[src/rtl/bht_pkg.sv]
// Shared types and defaults for the BHT update scheduler.
package bht_pkg;

    localparam int PCW_DEFAULT   = 32;
    localparam int BHT_UPD_PORTS = 2;

    typedef struct packed {
        logic [PCW_DEFAULT-1:0] pc;
        logic                   taken;
    } bht_upd_t;

    typedef enum logic [1:0] {
        ST_EMPTY   = 2'd0,
        ST_PARTIAL = 2'd1,
        ST_FULL    = 2'd2
    } bht_fill_e;

endpackage

[src/rtl/bht_update_scheduler_if.sv]
// Branch-unit update handshakes and predictor write port of the BHT update scheduler.
interface bht_update_scheduler_if
    import bht_pkg::*;
#(
    parameter int DEPTH = 8,
    parameter int PCW   = PCW_DEFAULT
);
    localparam int CNTW = $clog2(DEPTH) + 1;

    logic            i_upd0_valid;
    logic [PCW-1:0]  i_upd0_pc;
    logic            i_upd0_taken;
    logic            o_upd0_ready;
    logic            i_upd1_valid;
    logic [PCW-1:0]  i_upd1_pc;
    logic            i_upd1_taken;
    logic            o_upd1_ready;
    logic            i_hold;
    logic            o_bht_write_en;
    logic [PCW-1:0]  o_bht_write_pc;
    logic            o_bht_write_taken;
    logic [CNTW-1:0] o_count;
    logic            o_idle;

    modport master (
        output i_upd0_valid, i_upd0_pc, i_upd0_taken,
        output i_upd1_valid, i_upd1_pc, i_upd1_taken,
        output i_hold,
        input  o_upd0_ready, o_upd1_ready,
        input  o_bht_write_en, o_bht_write_pc, o_bht_write_taken,
        input  o_count, o_idle
    );

    modport slave (
        input  i_upd0_valid, i_upd0_pc, i_upd0_taken,
        input  i_upd1_valid, i_upd1_pc, i_upd1_taken,
        input  i_hold,
        output o_upd0_ready, o_upd1_ready,
        output o_bht_write_en, o_bht_write_pc, o_bht_write_taken,
        output o_count, o_idle
    );

endinterface

[src/rtl/bht_upd_fifo.sv]
// Dual-write, single-read circular store of branch updates; the head entry is read combinationally.
module bht_upd_fifo
    import bht_pkg::*;
#(
    parameter int DEPTH = 8
) (
    input  logic     clk,
    input  logic     rst,
    input  logic     wr0_en,
    input  bht_upd_t wr0_data,
    input  logic     wr1_en,
    input  bht_upd_t wr1_data,
    input  logic     rd_en,
    output bht_upd_t rd_data
);
    localparam int AW = $clog2(DEPTH);

    bht_upd_t      mem [DEPTH];
    logic [AW-1:0] wptr;
    logic [AW-1:0] wptr_p1;
    logic [AW-1:0] rptr;
    logic          wr_a;
    logic          wr_b;
    bht_upd_t      data_a;

    // Slot A takes the older of the firing ports; slot B only carries port 1 when both fire.
    assign wptr_p1 = wptr + AW'(1);
    assign wr_a    = wr0_en | wr1_en;
    assign wr_b    = wr0_en & wr1_en;
    assign data_a  = wr0_en ? wr0_data : wr1_data;
    assign rd_data = mem[rptr];

    always_ff @(posedge clk) begin
        if (wr_a) mem[wptr]    <= data_a;
        if (wr_b) mem[wptr_p1] <= wr1_data;
    end

    always_ff @(posedge clk or posedge rst) begin
        if (rst) begin
            wptr <= '0;
            rptr <= '0;
        end else begin
            wptr <= wptr + AW'(wr_a) + AW'(wr_b);
            rptr <= rptr + AW'(rd_en);
        end
    end

endmodule

[src/rtl/bht_update_scheduler.sv]
// Serialises resolved-branch outcomes from two branch units onto the single BHT write port.
//   state      | meaning
//   ST_EMPTY   | nothing pending, predictor write port idle
//   ST_PARTIAL | 1..DEPTH-1 updates pending
//   ST_FULL    | DEPTH updates pending, both ports stalled
module bht_update_scheduler
    import bht_pkg::*;
#(
    parameter int DEPTH = 8,
    parameter int PCW   = PCW_DEFAULT
) (
    input logic                  clk,
    input logic                  rst,
    bht_update_scheduler_if.slave bus
);
    localparam int              CNTW     = $clog2(DEPTH) + 1;
    localparam logic [CNTW-1:0] CNT_FULL = CNTW'(DEPTH);
    localparam logic [CNTW-1:0] CNT_RDY0 = CNTW'(DEPTH - 1);
    localparam logic [CNTW-1:0] CNT_RDY1 = CNTW'(DEPTH - 2);

    generate
        if (DEPTH < 2 || (DEPTH & (DEPTH - 1)) != 0 || PCW != $bits(bht_upd_t) - 1) begin : g_bad_cfg
            $error("bht_update_scheduler: DEPTH must be a power of two >= 2 and PCW must match bht_pkg");
        end
    endgenerate

    logic [CNTW-1:0] count;
    logic [CNTW-1:0] count_next;
    bht_fill_e       state;
    logic            rdy0;
    logic            rdy1;
    logic            fire0;
    logic            fire1;
    logic            deq;
    bht_upd_t        wr0_data;
    bht_upd_t        wr1_data;
    bht_upd_t        head;

    // Readiness looks only at the registered count, so a same-cycle drain never frees a slot.
    assign rdy0       = (count <= CNT_RDY0);
    assign rdy1       = (count <= CNT_RDY1);
    assign fire0      = bus.i_upd0_valid & rdy0;
    assign fire1      = bus.i_upd1_valid & rdy1;
    assign deq        = (state != ST_EMPTY) & ~bus.i_hold;
    assign count_next = count + CNTW'(fire0) + CNTW'(fire1) - CNTW'(deq);

    assign wr0_data = '{pc: bus.i_upd0_pc, taken: bus.i_upd0_taken};
    assign wr1_data = '{pc: bus.i_upd1_pc, taken: bus.i_upd1_taken};

    bht_upd_fifo #(.DEPTH(DEPTH)) u_fifo (
        .clk      (clk),
        .rst      (rst),
        .wr0_en   (fire0),
        .wr0_data (wr0_data),
        .wr1_en   (fire1),
        .wr1_data (wr1_data),
        .rd_en    (deq),
        .rd_data  (head)
    );

    always_ff @(posedge clk or posedge rst) begin
        if (rst) begin
            count <= '0;
            state <= ST_EMPTY;
        end else begin
            count <= count_next;
            if (count_next == '0)
                state <= ST_EMPTY;
            else if (count_next == CNT_FULL)
                state <= ST_FULL;
            else
                state <= ST_PARTIAL;
        end
    end

    assign bus.o_upd0_ready      = rdy0;
    assign bus.o_upd1_ready      = rdy1;
    assign bus.o_bht_write_en    = deq;
    assign bus.o_bht_write_pc    = head.pc;
    assign bus.o_bht_write_taken = head.taken;
    assign bus.o_count           = count;
    assign bus.o_idle            = (state == ST_EMPTY);

endmodule

[src/flat_wrapper.sv]
// flat-port wrapper written by rule: the top's interface ports become plain ports
module bht_update_scheduler_flat import bht_pkg::*;
#(
    parameter int DEPTH = 8,
    parameter int PCW   = PCW_DEFAULT
)
  (clk, rst, bus_i_upd0_valid, bus_i_upd0_pc, bus_i_upd0_taken, bus_i_upd1_valid, bus_i_upd1_pc, bus_i_upd1_taken, bus_i_hold, bus_o_upd0_ready, bus_o_upd1_ready, bus_o_bht_write_en, bus_o_bht_write_pc, bus_o_bht_write_taken, bus_o_count, bus_o_idle);
  bht_update_scheduler_if #(.DEPTH(DEPTH), .PCW(PCW)) bus_i ();
  input logic clk;
  input logic rst;
  input wire logic [$bits(bus_i.i_upd0_valid)-1:0] bus_i_upd0_valid;
  input wire logic [$bits(bus_i.i_upd0_pc)-1:0] bus_i_upd0_pc;
  input wire logic [$bits(bus_i.i_upd0_taken)-1:0] bus_i_upd0_taken;
  input wire logic [$bits(bus_i.i_upd1_valid)-1:0] bus_i_upd1_valid;
  input wire logic [$bits(bus_i.i_upd1_pc)-1:0] bus_i_upd1_pc;
  input wire logic [$bits(bus_i.i_upd1_taken)-1:0] bus_i_upd1_taken;
  input wire logic [$bits(bus_i.i_hold)-1:0] bus_i_hold;
  output wire logic [$bits(bus_i.o_upd0_ready)-1:0] bus_o_upd0_ready;
  output wire logic [$bits(bus_i.o_upd1_ready)-1:0] bus_o_upd1_ready;
  output wire logic [$bits(bus_i.o_bht_write_en)-1:0] bus_o_bht_write_en;
  output wire logic [$bits(bus_i.o_bht_write_pc)-1:0] bus_o_bht_write_pc;
  output wire logic [$bits(bus_i.o_bht_write_taken)-1:0] bus_o_bht_write_taken;
  output wire logic [$bits(bus_i.o_count)-1:0] bus_o_count;
  output wire logic [$bits(bus_i.o_idle)-1:0] bus_o_idle;
  assign bus_i.i_upd0_valid = bus_i_upd0_valid;
  assign bus_i.i_upd0_pc = bus_i_upd0_pc;
  assign bus_i.i_upd0_taken = bus_i_upd0_taken;
  assign bus_i.i_upd1_valid = bus_i_upd1_valid;
  assign bus_i.i_upd1_pc = bus_i_upd1_pc;
  assign bus_i.i_upd1_taken = bus_i_upd1_taken;
  assign bus_i.i_hold = bus_i_hold;
  assign bus_o_upd0_ready = bus_i.o_upd0_ready;
  assign bus_o_upd1_ready = bus_i.o_upd1_ready;
  assign bus_o_bht_write_en = bus_i.o_bht_write_en;
  assign bus_o_bht_write_pc = bus_i.o_bht_write_pc;
  assign bus_o_bht_write_taken = bus_i.o_bht_write_taken;
  assign bus_o_count = bus_i.o_count;
  assign bus_o_idle = bus_i.o_idle;
  bht_update_scheduler #(.DEPTH(DEPTH), .PCW(PCW)) u_core (.clk(clk), .rst(rst), .bus(bus_i));
endmodule
[config.mk]
export PLATFORM = sky130hd
export DESIGN_NAME = bht_update_scheduler_flat
export DESIGN_NICKNAME = d
export VERILOG_FILES = /design/src/rtl/bht_pkg.sv /design/src/rtl/bht_update_scheduler_if.sv /design/src/rtl/bht_upd_fifo.sv /design/src/rtl/bht_update_scheduler.sv /design/src/flat_wrapper.sv
export SDC_FILE = /design/constraint.sdc
export NUM_CORES = 1
export LEC_CHECK = 0
export ABC_AREA = 1
export CORE_UTILIZATION = 45
export CTS_BUF_LIST = sky130_fd_sc_hd__clkbuf_16
export DETAILED_ROUTE_END_ITERATION = 8
export HOLD_SLACK_MARGIN = 0.05
export PLACE_DENSITY = 0.66
export SYNTH_ARGS = -nofsm -noshare
export SYNTH_HDL_FRONTEND = slang
export SYNTH_SLANG_ARGS = --single-unit
[constraint.sdc]
create_clock -name clk -period 2.6 [get_ports clk]
set_input_delay 0.39 -clock clk [delete_from_list [all_inputs] [get_ports clk]]
set_output_delay 0.39 -clock clk [all_outputs]
set_load 0.02 [all_outputs]
==> results.sh <==
export IMPL_outcome="completed"
export IMPL_cp_arrival_ns=2.15
export IMPL_path_class="reg2out"
export IMPL_fin_util_pct=54.21
export IMPL_swShare_pct=45.13
export IMPL_setup_viol=0
export IMPL_first_global_vias=13470
export IMPL_fill_cells=2980
export IMPL_start_util_pct=45.92
export IMPL_clk_pin_slew_ns=0.06
export IMPL_vias=14020
export IMPL_peakVddDrop_uv=886.1
export IMPL_cts_sinks=276
export IMPL_layoutNonFillerInstCount=2448
export IMPL_ctsHtreeMaxLevel=1
export IMPL_cpLargestDelayFamily="buffers and inverters"
export IMPL_synth_fp_nets=2016
export IMPL_p_sw_mw=10.06
export IMPL_routed_via_density=5.726
export IMPL_cp_required_ns=2.21
export IMPL_die_width_um=187.2
export IMPL_drc_errors=0
export IMPL_grt_pass1_wl_mm=78.10
export IMPL_num_rows=67
export IMPL_antenna_left=0
export IMPL_synth_distinct_cells=25
export IMPL_place_inst=2389
export IMPL_numCtsBuffers=29
export IMPL_power_leakage_nw=7.697
export IMPL_die_y_um=187.2
export IMPL_tightest_slew_ns=0.6423
export IMPL_die_area_um2=35050
export IMPL_grt_max_degree=121
export IMPL_synth_warnings=0
export IMPL_cap_viol_max_count=0
export IMPL_finalWirelength_mm=50.77
export IMPL_slew_headroom_pct=57.18
export IMPL_ys_ff_latch=276
export IMPL_post_drt_wl_per_cell_um=20.74
export IMPL_syn_inst=1934
export IMPL_grt_overflow=0
export IMPL_n_antenna_cell=0
export IMPL_grtUsageTotal_pct=28.91
export IMPL_clk_latency_ns=0.55
export IMPL_post_dp_cell_area_um2=17220
export IMPL_cts_root_buf="clkbuf_16"
export IMPL_routabilityCongestion=0.8247
export IMPL_netlist_area_um2=15440
export IMPL_layout_drive_gt1_share_pct=9.650
export IMPL_first_iter_violations=1723
export IMPL_cp_start_kind="flip-flop"
export IMPL_slowest_stage="dfrtp_4"
export IMPL_post_route_period_util_pct=97.55
export IMPL_postSynthAreaPerCell_um2=7.982
export IMPL_io_pins=112
export IMPL_finalMaxSlewViolations=0
export IMPL_power_density_nw_per_um2=1223
export IMPL_cp_max_fo=37
export IMPL_path_buf_inv=3
export IMPL_area_delta_synth_final_pct=18.05
export IMPL_hold_viol_final=0
export IMPL_comb_power_share_pct=51.5
export IMPL_place_detailed_hpwl_mm=28.57
export IMPL_fin_crit_ns=2.536
export IMPL_cts_buffer_depth=3
export IMPL_nets=2061
export IMPL_power_frac_clock_pct=18.7
export IMPL_setup_worst_path_end_class="output pin"
export IMPL_max_freq_mhz=394.3
export IMPL_skew_ns=0.01296
export IMPL_cp_cell_sequence="buf_4 > buf_16 > nor2_1 > nor2_1 > o21ai_0 > o21ai_0 > nand2_1 > nand2_1 > buf_2"
export IMPL_power_frac_seq_pct=29.8
export IMPL_timing_hold_ws_ns=0.1858
export IMPL_io_buffers=111
export IMPL_min_path_type="in2async"
export IMPL_cp_slowest_stage_delay_ns=0.51
export IMPL_drtPass1Iterations=6
export IMPL_coreArea_um2=33620
export IMPL_ys_seq_area_share_pct=53.30
export IMPL_final_area_um2=18220
export IMPL_cts_tree="built"
export IMPL_grt_antenna_before_repair=0
export IMPL_p_total_mw=22.28
export IMPL_internal_power_mw=12.23
==> cell usage after synthesis <==
master,count,area share (%)
a21oi_1,1,0.032
and2_1,1,0.041
buf_1,9,0.22
buf_2,66,2.1
buf_4,1,0.049
buf_6,11,0.80
clkbuf_1,87,2.1
dfrtp_1,12,1.9
edfxtp_1,264,51
fa_1,3,0.39
ha_1,8,0.65
inv_1,17,0.41
inv_2,2,0.049
nand2_1,718,17
nand2_2,4,0.16
nand2_4,1,0.073
nand3_1,314,10
nand3b_1,1,0.049
nor2_1,208,5.1
nor2_2,4,0.16
nor2_4,1,0.073
o21ai_0,150,4.9
o21ai_1,48,1.6
xnor2_1,1,0.057
xor2_1,2,0.11
==> power by group through the flow <==
stage	combinational (mW)	clock, mW	sequential (mW)
2_1_floorplan	6.73	0	6.63
3_3_place_gp	11.0	0	6.68
3_5_place_dp	11.2	0	6.71
4_1_cts	11.4	4.16	6.62
5_1_grt	12.5	4.33	6.71
6_report	11.5	4.16	6.64
==> cell type report <==
type                    instances  area (um^2)  area share [%]
flip-flops and latches        276         8237           45.20
inverters                      19        76.32          0.4188
clock buffers                  29        725.7           3.982
clock inverters                23        206.4           1.133
repair buffers                188         1978           10.85
multi-input cells            1465         6440           35.34
well taps                     448        560.5           3.076
==> per-layer routing <==
| layer | track usage [%] | wire length, um |
|---|---|---|
| met5 | 0 | 0 |
| met4 | 11.38 | 1528 |
| met2 | 46.93 | 23880 |
| met3 | 4.259 | 5261 |
| met1 | 39.01 | 20100 |
==> worst register-to-register path: stages (launching register included) <==
cell	delay (ns)
dfrtp_2	0.44
inv_1	0.07
ha_2	0.20
nand3_4	0.10
nand2_4	0.11
nand2_4	0.07
ha_1	0.28
inv_1	0.05
fa_2	0.36
fa_2	0.37
xnor2_2	0.18
nand3_1	0.09
nor2_1	0.09
==> final timing paths <==
| path | start | endpoint | slack [ns] | cells past startpoint |
|---|---|---|---|---|
| max | u_core.u_fifo.rptr[0]$_DFF_PP0_ | bus_o_bht_write_pc[31] | 0.06 | 9 |
| min in group clk | bus_i_upd0_valid | u_core.u_fifo.wptr[0]$_DFF_PP0_ | 0.52 | 5 |
| min | rst | u_core.bus.o_count[3]$_DFF_PP0_ | 0.19 | 2 |
| max in group asynchronous | rst | u_core.u_fifo.rptr[0]$_DFF_PP0_ | 2.01 | 2 |
| max reg2reg | u_core.bus.o_count[3]$_DFF_PP0_ | u_core.state[1]$_DFF_PP0_ | 0.13 | 12 |
| min reg2reg | u_core.u_fifo.wptr[2]$_DFF_PP0_ | u_core.u_fifo.wptr[2]$_DFF_PP0_ | 0.67 | 1 |
==> metrics by stage <==
stage / setup slack [ns] / TNS [ns]
5_1_grt: -0.03654 / -0.03654
2_1_floorplan: -0.01899 / -0.01899
6_report: 0.06375 / 0
3_5_place_dp: 0.1352 / 0
4_1_cts: -0.02762 / -0.02814
3_3_place_gp: 0.1672 / 0
==> cells in the final DEF, fill, tap and decap left out, types with 2 or more instances in the layout <==
cell | netlist | final
buf_12 | 0 | 24
buf_16 | 0 | 6
buf_2 | 66 | 20
buf_4 | 1 | 46
bufinv_16 | 0 | 4
clkbuf_16 | 0 | 30
clkbuf_2 | 0 | 11
clkdlybuf4s50_1 | 0 | 76
clkinv_1 | 0 | 7
clkinv_2 | 0 | 6
clkinvlp_4 | 0 | 2
dfrtp_1 | 12 | 9
dfrtp_4 | 0 | 2
edfxtp_1 | 264 | 264
fa_2 | 0 | 2
ha_1 | 8 | 7
inv_1 | 17 | 20
inv_2 | 2 | 2
nand2_1 | 718 | 708
nand2_2 | 4 | 13
nand2_4 | 1 | 2
nand3_1 | 314 | 313
nor2_1 | 208 | 199
nor2_2 | 4 | 5
nor2_4 | 1 | 9
o21ai_0 | 150 | 125
o21ai_1 | 48 | 72
xor2_1 | 2 | 2
==> what timing repair did <==
action | 4_1_cts | 5_1_grt
gates resized for setup | 128 | 40
setup endpoints to repair | 34 | 31
buffers inserted | 2 | 0
pin swaps | 0 | 2
gates cloned | 4 | 1
hold buffers | 0 | 0
==> flip-flops by register name, summed over array words and instances, names as in the netlist <==
| register | flops |
|---|---|
| u_core.u_fifo.mem | 264 |
| u_core.bus.o_count | 4 |
| u_core.u_fifo.rptr | 3 |
| u_core.u_fifo.wptr | 3 |
| u_core.state | 2 |
==> cells by family (layout without fill, tap and decap cells) <==
kind of cell / count (synthesis) / in the layout / synth area share, %
AND/OR/NAND/NOR: 1252 / 1252 / 33.25
adder cells (fa/ha/maj): 11 / 11 / 1.037
buffers and inverters: 193 / 259 / 5.787
AO/OA/AOI/OAI: 199 / 199 / 6.452
XOR/XNOR: 3 / 3 / 0.1702
flip-flops: 276 / 276 / 53.30
(Power assumes the default switching activity.)
